### src/rtl/ibex_pkg.sv
// ibex_pkg: shared types and defaults for the ID-stage sequencer.
//   id_seq_state_e      - sequencer FSM states
//   LSU_TIMEOUT_DEFAULT - default WAIT_LSU cycle budget
package ibex_pkg;

    typedef enum logic [2:0] {
        FIRST,
        MULTI_JUMP,
        MULTI_BRANCH,
        WAIT_LSU,
        WAIT_MD
    } id_seq_state_e;

    localparam int unsigned LSU_TIMEOUT_DEFAULT = 255;

endpackage

### src/rtl/ibex_sat_counter.sv
// ibex_sat_counter: counter that stops at all-ones.
//   clk   - clock
//   rst   - synchronous active-high clear
//   en    - count enable
//   count - current value, holds at all-ones
module ibex_sat_counter #(
    parameter int WIDTH = 16
) (
    input  logic             clk,
    input  logic             rst,
    input  logic             en,
    output logic [WIDTH-1:0] count
);

    always_ff @(posedge clk) begin
        if (rst) count <= '0;
        else if (en && count != '1) count <= count + 1'b1;
    end

endmodule

### src/rtl/ibex_id_seq.sv
// ibex_id_seq: ID-stage multi-cycle instruction sequencer.
//   CK, RST                          - clock, synchronous active-high reset
//   instr_valid_i, illegal_insn_i    - instruction present / illegal
//   jump/branch/data_req/mult/div    - decoder classification
//   branch_taken_i                   - branch comparison result (FIRST only)
//   lsu_resp_valid_i, lsu_err_i      - LSU response and error
//   multdiv_done_i                   - multiplier/divider finished
//   flush_i                          - abort current instruction
//   instr_new_o, instr_done_o        - first cycle / retire
//   pc_set_o, lsu_req_o, multdiv_en_o, exc_o, stall_o, stall_cnt_o
module ibex_id_seq
    import ibex_pkg::*;
#(
    parameter int unsigned LSU_TIMEOUT = LSU_TIMEOUT_DEFAULT,
    parameter bit          RV32M       = 1'b1
) (
    input  logic        CK,
    input  logic        RST,
    input  logic        instr_valid_i,
    input  logic        illegal_insn_i,
    input  logic        jump_in_dec_i,
    input  logic        branch_in_dec_i,
    input  logic        data_req_dec_i,
    input  logic        mult_en_dec_i,
    input  logic        div_en_dec_i,
    input  logic        branch_taken_i,
    input  logic        lsu_resp_valid_i,
    input  logic        lsu_err_i,
    input  logic        multdiv_done_i,
    input  logic        flush_i,
    output logic        instr_new_o,
    output logic        instr_done_o,
    output logic        pc_set_o,
    output logic        lsu_req_o,
    output logic        multdiv_en_o,
    output logic        exc_o,
    output logic        stall_o,
    output logic [15:0] stall_cnt_o
);

    localparam logic [7:0] TIMEOUT_LAST = 8'(LSU_TIMEOUT - 1);

    id_seq_state_e state, next_state;
    logic [7:0]    wait_cnt;
    logic          md_req;
    logic          timeout;
    logic          abort;

    assign md_req  = RV32M & (mult_en_dec_i | div_en_dec_i);
    assign timeout = wait_cnt == TIMEOUT_LAST;
    // Reset also silences outputs so an abandoned instruction never retires.
    assign abort   = flush_i | RST;

    always_ff @(posedge CK) begin
        if (RST) begin
            state    <= FIRST;
            wait_cnt <= '0;
        end else begin
            state    <= next_state;
            wait_cnt <= (state == WAIT_LSU && !flush_i) ? wait_cnt + 8'd1 : 8'd0;
        end
    end

    always_comb begin
        next_state = state;
        case (state)
            FIRST: if (instr_valid_i && !illegal_insn_i) begin
                if (jump_in_dec_i) next_state = MULTI_JUMP;
                else if (branch_in_dec_i) next_state = branch_taken_i ? MULTI_BRANCH : FIRST;
                else if (data_req_dec_i) next_state = WAIT_LSU;
                else if (md_req) next_state = WAIT_MD;
            end
            MULTI_JUMP, MULTI_BRANCH: next_state = FIRST;
            WAIT_LSU: if (lsu_resp_valid_i || timeout) next_state = FIRST;
            WAIT_MD: if (multdiv_done_i) next_state = FIRST;
            default: next_state = FIRST;
        endcase
        if (flush_i) next_state = FIRST;
    end

    always_comb begin
        instr_new_o  = 1'b0;
        instr_done_o = 1'b0;
        pc_set_o     = 1'b0;
        lsu_req_o    = 1'b0;
        multdiv_en_o = 1'b0;
        exc_o        = 1'b0;
        case (state)
            FIRST: if (instr_valid_i) begin
                instr_new_o = 1'b1;
                if (illegal_insn_i) begin
                    exc_o        = 1'b1;
                    instr_done_o = 1'b1;
                end else if (jump_in_dec_i) pc_set_o = 1'b1;
                else if (branch_in_dec_i) instr_done_o = ~branch_taken_i;
                else if (data_req_dec_i) lsu_req_o = 1'b1;
                else if (md_req) multdiv_en_o = 1'b1;
                else instr_done_o = 1'b1;
            end
            MULTI_JUMP: instr_done_o = 1'b1;
            MULTI_BRANCH: begin
                pc_set_o     = 1'b1;
                instr_done_o = 1'b1;
            end
            // A response in the timeout cycle takes precedence.
            WAIT_LSU: if (lsu_resp_valid_i || timeout) begin
                instr_done_o = 1'b1;
                exc_o        = lsu_resp_valid_i ? lsu_err_i : 1'b1;
            end
            WAIT_MD: begin
                multdiv_en_o = 1'b1;
                instr_done_o = multdiv_done_i;
            end
            default: ;
        endcase
        if (abort) begin
            instr_new_o  = 1'b0;
            instr_done_o = 1'b0;
            pc_set_o     = 1'b0;
            lsu_req_o    = 1'b0;
            multdiv_en_o = 1'b0;
            exc_o        = 1'b0;
        end
    end

    assign stall_o = instr_valid_i & ~instr_done_o & ~abort;

    ibex_sat_counter #(.WIDTH(16)) u_stall_cnt (
        .clk  (CK),
        .rst  (RST),
        .en   (stall_o),
        .count(stall_cnt_o)
    );

endmodule

### config.mk
export PLATFORM = sky130hd
export DESIGN_NAME = ibex_id_seq
export DESIGN_NICKNAME = d
export VERILOG_FILES = /design/src/rtl/ibex_pkg.sv /design/src/rtl/ibex_sat_counter.sv /design/src/rtl/ibex_id_seq.sv
export SDC_FILE = /design/constraint.sdc
export NUM_CORES = 1
export LEC_CHECK = 0
export ABC_AREA = 1
export CORE_MARGIN = 4
export CORE_UTILIZATION = 45
export CTS_CLUSTER_DIAMETER = 40
export DETAILED_ROUTE_END_ITERATION = 8
export MAX_ROUTING_LAYER = met4
export PLACE_DENSITY = 0.75
export SLEW_MARGIN = 10
export SYNTH_ARGS = -nofsm -noshare
export SYNTH_HDL_FRONTEND = slang
export SYNTH_SLANG_ARGS = --single-unit
### constraint.sdc
create_clock -name CK -period 1.8 [get_ports CK]
set_clock_uncertainty 0.2 [all_clocks]
set_input_delay 0.18 -clock CK [delete_from_list [all_inputs] [get_ports CK]]
set_output_delay 0.18 -clock CK [all_outputs]
set_load 0.005 [all_outputs]
==> results of run 1 <==
[critical path, stage by stage (launching register included)]
cell,delay (ns)
sky130_fd_sc_hd__dfxtp_2,0.34
sky130_fd_sc_hd__inv_2,0.04
sky130_fd_sc_hd__ha_4,0.14
sky130_fd_sc_hd__inv_2,0.05
sky130_fd_sc_hd__nor2_2,0.03
sky130_fd_sc_hd__nand2_1,0.06
sky130_fd_sc_hd__nand2_2,0.07
sky130_fd_sc_hd__a21oi_2,0.16
sky130_fd_sc_hd__nand2_2,0.08
sky130_fd_sc_hd__nand2_4,0.10
sky130_fd_sc_hd__nand2_2,0.05
sky130_fd_sc_hd__inv_1,0.04
sky130_fd_sc_hd__buf_2,0.10
[cells by family (layout without fill, tap and decap cells)]
kind of cell	after synthesis	after routing	share of synthesized area [%]
AND/OR/NAND/NOR	139	139	38.04
buffers and inverters	43	136	11.30
AO/OA/AOI/OAI	31	31	10.34
flip-flops	27	27	31.91
XOR/XNOR	12	12	6.204
adder cells (fa/ha/maj)	3	3	2.216
[area by class of cell]
| class | count | area [µm²] | share of cell area, % |
|---|---|---|---|
| Clock buffer | 3 | 41.29 | 1.496 |
| Clock inverter | 1 | 5.005 | 0.1813 |
| Inverter | 36 | 135.1 | 4.896 |
| Multi-Input combinational cell | 185 | 1131 | 40.98 |
| Sequential cell | 27 | 551.8 | 19.99 |
| Tap cell | 48 | 60.06 | 2.176 |
| Timing Repair Buffer | 96 | 835.8 | 30.28 |
[registers in the layout (all words and copies together), names as in the netlist]
name and cells:
u_stall_cnt.count 16, wait_cnt 8, state 3
[worst paths after layout]
path | slack, ns | depth (start not counted) | to
worst max register to register | -0.11 | 14 | u_stall_cnt.count[13]$_SDFFE_PP0P_
worst max-delay path | -0.12 | 12 | stall_o
worst min register to register | 0.32 | 2 | wait_cnt[3]$_SDFF_PP0_
worst min-delay path | 0.32 | 2 | wait_cnt[3]$_SDFF_PP0_
[power groups by stage]
stage | clock (mW) | sequential (mW) | combinational, mW
final | 0.346 | 0.603 | 0.235
after global routing | 0.389 | 0.604 | 0.252
after CTS | 0.348 | 0.603 | 0.187
after detailed placement | 0 | 0.617 | 0.173
after global placement | 0 | 0.617 | 0.171
after floorplan | 0 | 0.618 | 0.0720
[placed cells by master, fill, tap and decap left out, types with 4 or more instances in the layout]
| cell | n |
|---|---|
| sky130_fd_sc_hd__a21oi_1 | 10 |
| sky130_fd_sc_hd__a21oi_2 | 11 |
| sky130_fd_sc_hd__buf_2 | 4 |
| sky130_fd_sc_hd__buf_4 | 52 |
| sky130_fd_sc_hd__buf_6 | 4 |
| sky130_fd_sc_hd__clkdlybuf4s50_1 | 29 |
| sky130_fd_sc_hd__dfxtp_1 | 20 |
| sky130_fd_sc_hd__dfxtp_2 | 6 |
| sky130_fd_sc_hd__inv_1 | 31 |
| sky130_fd_sc_hd__inv_2 | 5 |
| sky130_fd_sc_hd__nand2_1 | 40 |
| sky130_fd_sc_hd__nand2_2 | 17 |
| sky130_fd_sc_hd__nand3_1 | 10 |
| sky130_fd_sc_hd__nand4_1 | 18 |
| sky130_fd_sc_hd__nor2_1 | 29 |
| sky130_fd_sc_hd__nor2_2 | 8 |
| sky130_fd_sc_hd__nor3_1 | 5 |
| sky130_fd_sc_hd__xnor2_1 | 6 |
| sky130_fd_sc_hd__xor2_1 | 6 |
[per-layer routing]
layer | track usage [%] | routed length, µm | up-vias | part of all wire [%]
met5 | - | 0 | - | 0
met4 | 5.423 | 107 | 0 | 2.1
met3 | 3.478 | 264 | 14 | 5.1
met2 | 32.63 | 2577 | 65 | 50
li1 | - | - | 1017 | -
met1 | 24.33 | 2237 | 932 | 43
[per-stage QoR]
stage / hold WS (ns) / cells / utilization [%] / cell area (µm²) / setup TNS (ns)
after floorplan: 0.04907 / 255 / - / 1694 / 0
after global placement: 0.2851 / 378 / 65.65 / 2404 / -6.722
after detailed placement: 0.2993 / 378 / 65.65 / 2404 / -7.262
after CTS: 0.3131 / 390 / 69.34 / 2539 / -2.409
after global routing: 0.3322 / 396 / 75.39 / 2760 / -3.289
final: 0.3184 / 396 / 75.39 / 2760 / -1.079
[timing repair]
action	in CTS	in global routing
gates cloned	0	1
hold buffers	0	0
endpoints found under the setup margin	23	29
gates resized for setup	32	66
pin swaps	9	15
setup buffers	8	6
endpoints found under the hold margin	0	0
==> out/results.env, run 1 <==
WORSTREG2REGSTART='wait_cnt[0]$_SDFF_PP0_'
H-TREE-DEPTH=1
SETUP_WS_NS=-0.1219
PLACE_HPWL_UM=3458
DIEHEIGHT_UM=69.36
SYNTH_TOP_AREA_SHARE_PCT=31.91
FINAL-MAX-SLEW-VIOLATION-COUNT=0
WORSTSETUPSTARTPOINT='wait_cnt[0]$_SDFF_PP0_'
HOLD_VIOLATIONS=0
NETLIST_TOP_CELLS_AREA='sky130_fd_sc_hd__dfxtp_1 (32%), sky130_fd_sc_hd__nand2_1 (12%), sky130_fd_sc_hd__nor2_1 (8.4%)'
SLEW_HEADROOM_PCT=81.45
CTS_INSERTED_BUFFERS=3
YS_DOMINANT_REG_CELL='sky130_fd_sc_hd__dfxtp_1'
STATUS='finished, violations left'
FP.COREAREA_UM2=3661
COMBINATIONAL_CELL_FRACTION_OF_TOTAL_POWER_PCT=19.8
RSZ0062_AT_GRT='true'
LEAKAGEPOWER_nW=1.180
ANTENNA_FOUND_INITIAL=0
NETLIST_AREA_UM2=1694
YOSYS.CELL_COUNT.TOP_TYPE='sky130_fd_sc_hd__nand2_1'
WORST-ENDPOINT-ARRIVAL_NS=1.54
YOSYS_REGISTER_BITS=27
GR-TOTAL-OVERFLOW=0
GP_CONGESTION=0.9244
NUM_VIAS=2028
CRITPATHREQUIREDTIME_NS=1.42
GRT_FIRST_PASS_WIRELENGTH_UM=7824
CLK-INSERTION-DELAY-LATE_NS=0.28
MAX_CAP_VIOLATIONS=0
LAYOUT_CELLS_SIZED_ABOVE_1_PCT=38.79
CLOCK_TREE_FROM_TRITONCTS='done'
SYN-INSTANCE-COUNT=255
CTS.CLK_SLEW.WORST_PATHS_NS=0.09
PRE_CTS_SETUP_SLACK_NS=-0.3995
FAILED_CHECKS='negative setup slack'
CTS.SINKS=27
SEQUENTIAL_FRACTION_OF_DESIGN_POWER_PCT=50.9
SYNTH.YOSYS.WARNINGS=0
BUFFER_PORTS.INSERTED=36
NUMBER_OF_ENABLE_TYPE_REGISTER_CELLS_IN_THE_SYNTHESIZED_NETLIST=0
WORST_SLEW_PIN_SLEW_NS=0.2767
FINAL-SETUP-VIOL-COUNT=19
CELL_INTERNAL_PWR_uW=881.9
SYNTH_CELL_TYPE_COUNT=30
WORST_IR_DROP_VDD_mV=0.3844
WORST-PATH-MAX-FANOUT=4
DRT_PRE_ANTENNA_ITERS=4
FP-ROW-COUNT=22
FILLERINSTANCES=257
AREAGROWTHSYNTHTOFINISH_PCT=62.92
PWR-SHARE-CLK_PCT=29.2
FLOORPLAN.INITIALDENSITY_PCT=46.27
SYNTH_SEQ_AREA_SHARE_PCT=31.91
CLOCK_TREE.ROOT_CELL='sky130_fd_sc_hd__clkbuf_8'
IOS=37
SWITCHING_POWER_uW=301.5
FLOORPLAN.DIE.WIDTH_UM=69.36
DRT-INITIAL-DRC-COUNT=198
SYNTH.NET_COUNT=272
POWER_DENSITY_nW_PER_UM2=428.7
LAYOUT.NETS=366
NUMBER_OF_GLOBAL_ROUTE_VIAS_BEFORE_REPAIR=1864
YS_TOP_CELLS_BY_COUNT='sky130_fd_sc_hd__nand2_1 (56), sky130_fd_sc_hd__nor2_1 (38), sky130_fd_sc_hd__inv_1 (35), sky130_fd_sc_hd__dfxtp_1 (27), sky130_fd_sc_hd__a21oi_1 (21)'
COUNT_OF_NETS_LEFT_WITH_ANTENNA_VIOLATIONS_AFTER_DETAIL_ROUTING=0
HIGHEST_CLOCK_FREQUENCY_THE_DESIGN_CAN_MEET_MHz=520.3
SYNTHDOMINANTAREACELLTYPE='sky130_fd_sc_hd__dfxtp_1'
TIMING.HOLD.WORST.START='wait_cnt[3]$_SDFF_PP0_'
PERIOD_SHARE_PCT=106.8
ROUTED_WIRELENGTH_UM=5187
OVERALL_DIE_AREA_UM2=4810
SYN_AREA_PER_CELL_UM2=6.644
POWER.TOTAL_mW=1.183
NUM_ANTENNA_CELLS=0
CTS_MAX_PATH_BUFFERS=2
WORST_HOLD_PATH_TYPE='flip-flop to flip-flop'
WORST_SETUP_PATH_START_KIND='flip-flop'
YS_ASYNC_SR_FRACTION_PCT=0
SWSHARE_PCT=25.48
FINAL_PERIOD_MINUS_WORST_SETUP_SLACK_NS=1.922
SETUP.WORST_PATH.END_CLASS='output port'
GRT_USAGE_PCT=19.59
ROUTED_WIRE_LENGTH_PER_INSTANCE_UM=13.10
MAXIMUM_NUMBER_OF_PINS_ON_ONE_NET_BEFORE_GLOBAL_ROUTE_REPAIR=19
DRC=0
SETUP.WORST_PATH.CLASS='flip-flop to output port'
ROUTE.DETAILED.VIAS_PER_INST=5.121
Power figures use the tool's default switching activity.
==> inputs of run 2 (changes only) <==
CORE_UTILIZATION = 52   (was 45)
CTS_BUF_LIST = sky130_fd_sc_hd__clkbuf_2 sky130_fd_sc_hd__clkbuf_4 sky130_fd_sc_hd__clkbuf_8   (was not set)
PLACE_DENSITY = 0.82   (was 0.75)
clock period = 2 ns   (was 1.8 ns; I/O delays follow)
==> out/results.env, run 2 (synthesis results as in run 1) <==
HOLD_VIOLATIONS=0  # unchanged
MAXIMUM_NUMBER_OF_PINS_ON_ONE_NET_BEFORE_GLOBAL_ROUTE_REPAIR=19  # unchanged
LAYOUT.NETS=335  # -8.5%
SETUP_WS_NS=-0.003146  # +0.1187 ns
FINALCOREUTILIZATION_PCT=76.59  # +1.2 points
BIGGESTREGSBYFLOPS='u_stall_cnt.count x16, wait_cnt x8, state x3'
FAILED_CHECKS='negative setup slack'
FINAL-SETUP-VIOL-COUNT=1  # -18
GR-TOTAL-OVERFLOW=0  # unchanged
POWER.TOTAL_uW=955.5  # -19%
CLOCK_TREE.ROOT_CELL='sky130_fd_sc_hd__clkbuf_4'
RSZ0062_AT_GRT='true'
FLOORPLAN.DIE.WIDTH_UM=65.08  # -6.2%
LARGEST_REGISTER='u_stall_cnt.count'
DRC=0  # unchanged
WORST-ENDPOINT-ARRIVAL_NS=1.60  # +0.06 ns
CLOCK_TREE_FROM_TRITONCTS='done'
CTS_INSERTED_BUFFERS=3  # unchanged
MAX_CAP_VIOLATIONS=0  # unchanged
AREAGROWTHSYNTHTOFINISH_PCT=39.14
GP_CONGESTION=0.8861  # -4.1%
COUNT_OF_NETS_LEFT_WITH_ANTENNA_VIOLATIONS_AFTER_DETAIL_ROUTING=0  # unchanged
WORSTSETUPSTARTPOINT='wait_cnt[0]$_SDFF_PP0_'
NUMBER_OF_GLOBAL_ROUTE_VIAS_BEFORE_REPAIR=1633  # -12%
DRT-INITIAL-DRC-COUNT=116  # -41%
HIGHEST_CLOCK_FREQUENCY_THE_DESIGN_CAN_MEET_MHz=499.2
CTS.CLK_SLEW.WORST_PATHS_NS=0.15  # +0.06 ns
WORST_SLEW_PIN_SLEW_NS=0.2617  # -0.01494 ns
FLOORPLAN.INITIALDENSITY_PCT=55.04  # +8.8 points
ROUTED_WIRELENGTH_UM=4280  # -17%
FP-ROW-COUNT=20  # -9.1%
WORST_HOLD_PATH_TYPE='flip-flop to flip-flop'
OVERALL_DIE_AREA_UM2=4235  # -12%
NUM_ANTENNA_CELLS=0  # unchanged
NUM_VIAS=1847  # -8.9%
CLK-INSERTION-DELAY-LATE_NS=0.33  # +0.05 ns
NUMBER_OF_FLIP_FLOPS_IN_THE_LARGEST_REGISTER=16  # unchanged
H-TREE-DEPTH=1  # unchanged
FP.COREAREA_UM2=3078  # -16%
ANTENNA_FOUND_INITIAL=0  # unchanged
WORST-PATH-MAX-FANOUT=3  # -1
WORST_SETUP_PATH_START_KIND='flip-flop'
WORSTREG2REGSTART='wait_cnt[0]$_SDFF_PP0_'
ROUTE.DETAILED.VIAS_PER_INST=5.116  # about the same
DRT_PRE_ANTENNA_ITERS=4  # unchanged
FINAL_PERIOD_MINUS_WORST_SETUP_SLACK_NS=2.003
SETUP.WORST_PATH.CLASS='flip-flop to output port'
PERIOD_SHARE_PCT=100.2
FINAL-MAX-SLEW-VIOLATION-COUNT=0  # unchanged
POWER_DENSITY_nW_PER_UM2=405.3  # -5.5%
MOST-COMMON-LAYOUT-CELLS='sky130_fd_sc_hd__nand2_1 (54), sky130_fd_sc_hd__nor2_1 (35), sky130_fd_sc_hd__inv_1 (31), sky130_fd_sc_hd__clkdlybuf4s50_1 (29), sky130_fd_sc_hd__buf_4 (26)'
SETUP.WORST_PATH.END_CLASS='output port'
LEAKAGEPOWER_nW=0.9893  # -16%
SLEW_HEADROOM_PCT=82.37  # +0.91 points
STATUS='finished, violations left'
TIMING.HOLD.WORST.START='wait_cnt[4]$_SDFF_PP0_'
CTS_MAX_PATH_BUFFERS=2  # unchanged
ROUTED_WIRE_LENGTH_PER_INSTANCE_UM=11.86  # -9.5%
GRT_FIRST_PASS_WIRELENGTH_UM=7113  # -9.1%
FINAL_COMMON_CELL='sky130_fd_sc_hd__nand2_1'
PLACE_HPWL_UM=3219  # -6.9%
LAYOUT_CELLS_SIZED_ABOVE_1_PCT=21.14  # -18 points
CTS.SINKS=27  # unchanged
BUFFER_PORTS.INSERTED=36  # unchanged
IOS=37  # unchanged
CRITPATHREQUIREDTIME_NS=1.60  # +0.18 ns
WORST_IR_DROP_VDD_mV=0.3357  # -13%
GRT_USAGE_PCT=21.75  # +2.2 points
DIEHEIGHT_UM=65.08  # -6.2%
run 2: cell count changes in the layout (fill, tap and decap cells not counted), moves of 6 or more:
| cell | previous run | this run |
|---|---|---|
| sky130_fd_sc_hd__nand2_1 | 40 | 54 |
| sky130_fd_sc_hd__a21oi_2 | 11 | 1 |
| sky130_fd_sc_hd__buf_4 | 52 | 26 |
| sky130_fd_sc_hd__nand2_2 | 17 | 6 |
| sky130_fd_sc_hd__a21oi_1 | 10 | 20 |
| sky130_fd_sc_hd__nor2_1 | 29 | 35 |
run 2: layout make-up:
class	count	area (µm²)
inverters	36	135.1
clock buffers	4	30.03
flip-flops and latches	27	549.3
repair buffers	65	578.1
multi-input cells	185	1010
well taps	44	55.05
fillers	248	720.7
run 2: path summary, 6_finish.rpt:
check,slack (ns),cells after the start,to
max,-0.003,13,stall_o
min,0.31,1,wait_cnt[4]$_SDFF_PP0_
max reg2reg,0.06,15,u_stall_cnt.count[6]$_SDFFE_PP0P_
min reg2reg,0.31,1,wait_cnt[4]$_SDFF_PP0_
run 2: critical path: stages (launching register included):
cell and delay, ns:
sky130_fd_sc_hd__dfxtp_2 0.36, sky130_fd_sc_hd__inv_2 0.04, sky130_fd_sc_hd__ha_4 0.14, sky130_fd_sc_hd__inv_2 0.04
sky130_fd_sc_hd__nor2_1 0.03, sky130_fd_sc_hd__nand2_1 0.07, sky130_fd_sc_hd__nand2_2 0.07, sky130_fd_sc_hd__a21oi_2 0.11
sky130_fd_sc_hd__nand2_1 0.06, sky130_fd_sc_hd__nand2_2 0.07, sky130_fd_sc_hd__buf_6 0.11, sky130_fd_sc_hd__nand2_2 0.04
sky130_fd_sc_hd__inv_1 0.03, sky130_fd_sc_hd__buf_2 0.10
run 2: through the flow:
stage | TNS [ns] | area, µm² | std cells | setup slack [ns] | hold WS, ns
after global placement | -2.738 | 2261 | 354 | -0.1725 | 0.2869
after detailed placement | -3.719 | 2261 | 354 | -0.2687 | 0.2943
final | -0.003146 | 2357 | 361 | -0.003146 | 0.3095
after global routing | -1.110 | 2357 | 361 | -0.1316 | 0.3332
after floorplan | 0 | 1694 | 255 | 0.2402 | 0.06907
after CTS | -0.1509 | 2328 | 360 | -0.04183 | 0.3121
run 2: power by group:
part	total, mW	internal (mW)	leakage, nW	switching (mW)
registers	0.544	0.541	0.221	0.00359
logic	0.155	0.0813	0.750	0.0733
clock network	0.257	0.0918	0.0184	0.165
run 2: layer usage:
metal	up-vias	global-route usage, %	wire length (µm)
met5	-	-	0
met4	0	6.995	63
met3	7	2.600	170
met2	45	33.72	2028
met1	843	29.61	2019
li1	952	-	-
run 2: timing repair:
item                                    in CTS  in global routing
resized for setup                           33                 10
hold buffers                                 0                  0
setup buffers                                3                  1
endpoints found under the setup margin      22                 20
endpoints found under the hold margin        0                  0
pin swaps                                    9                  8
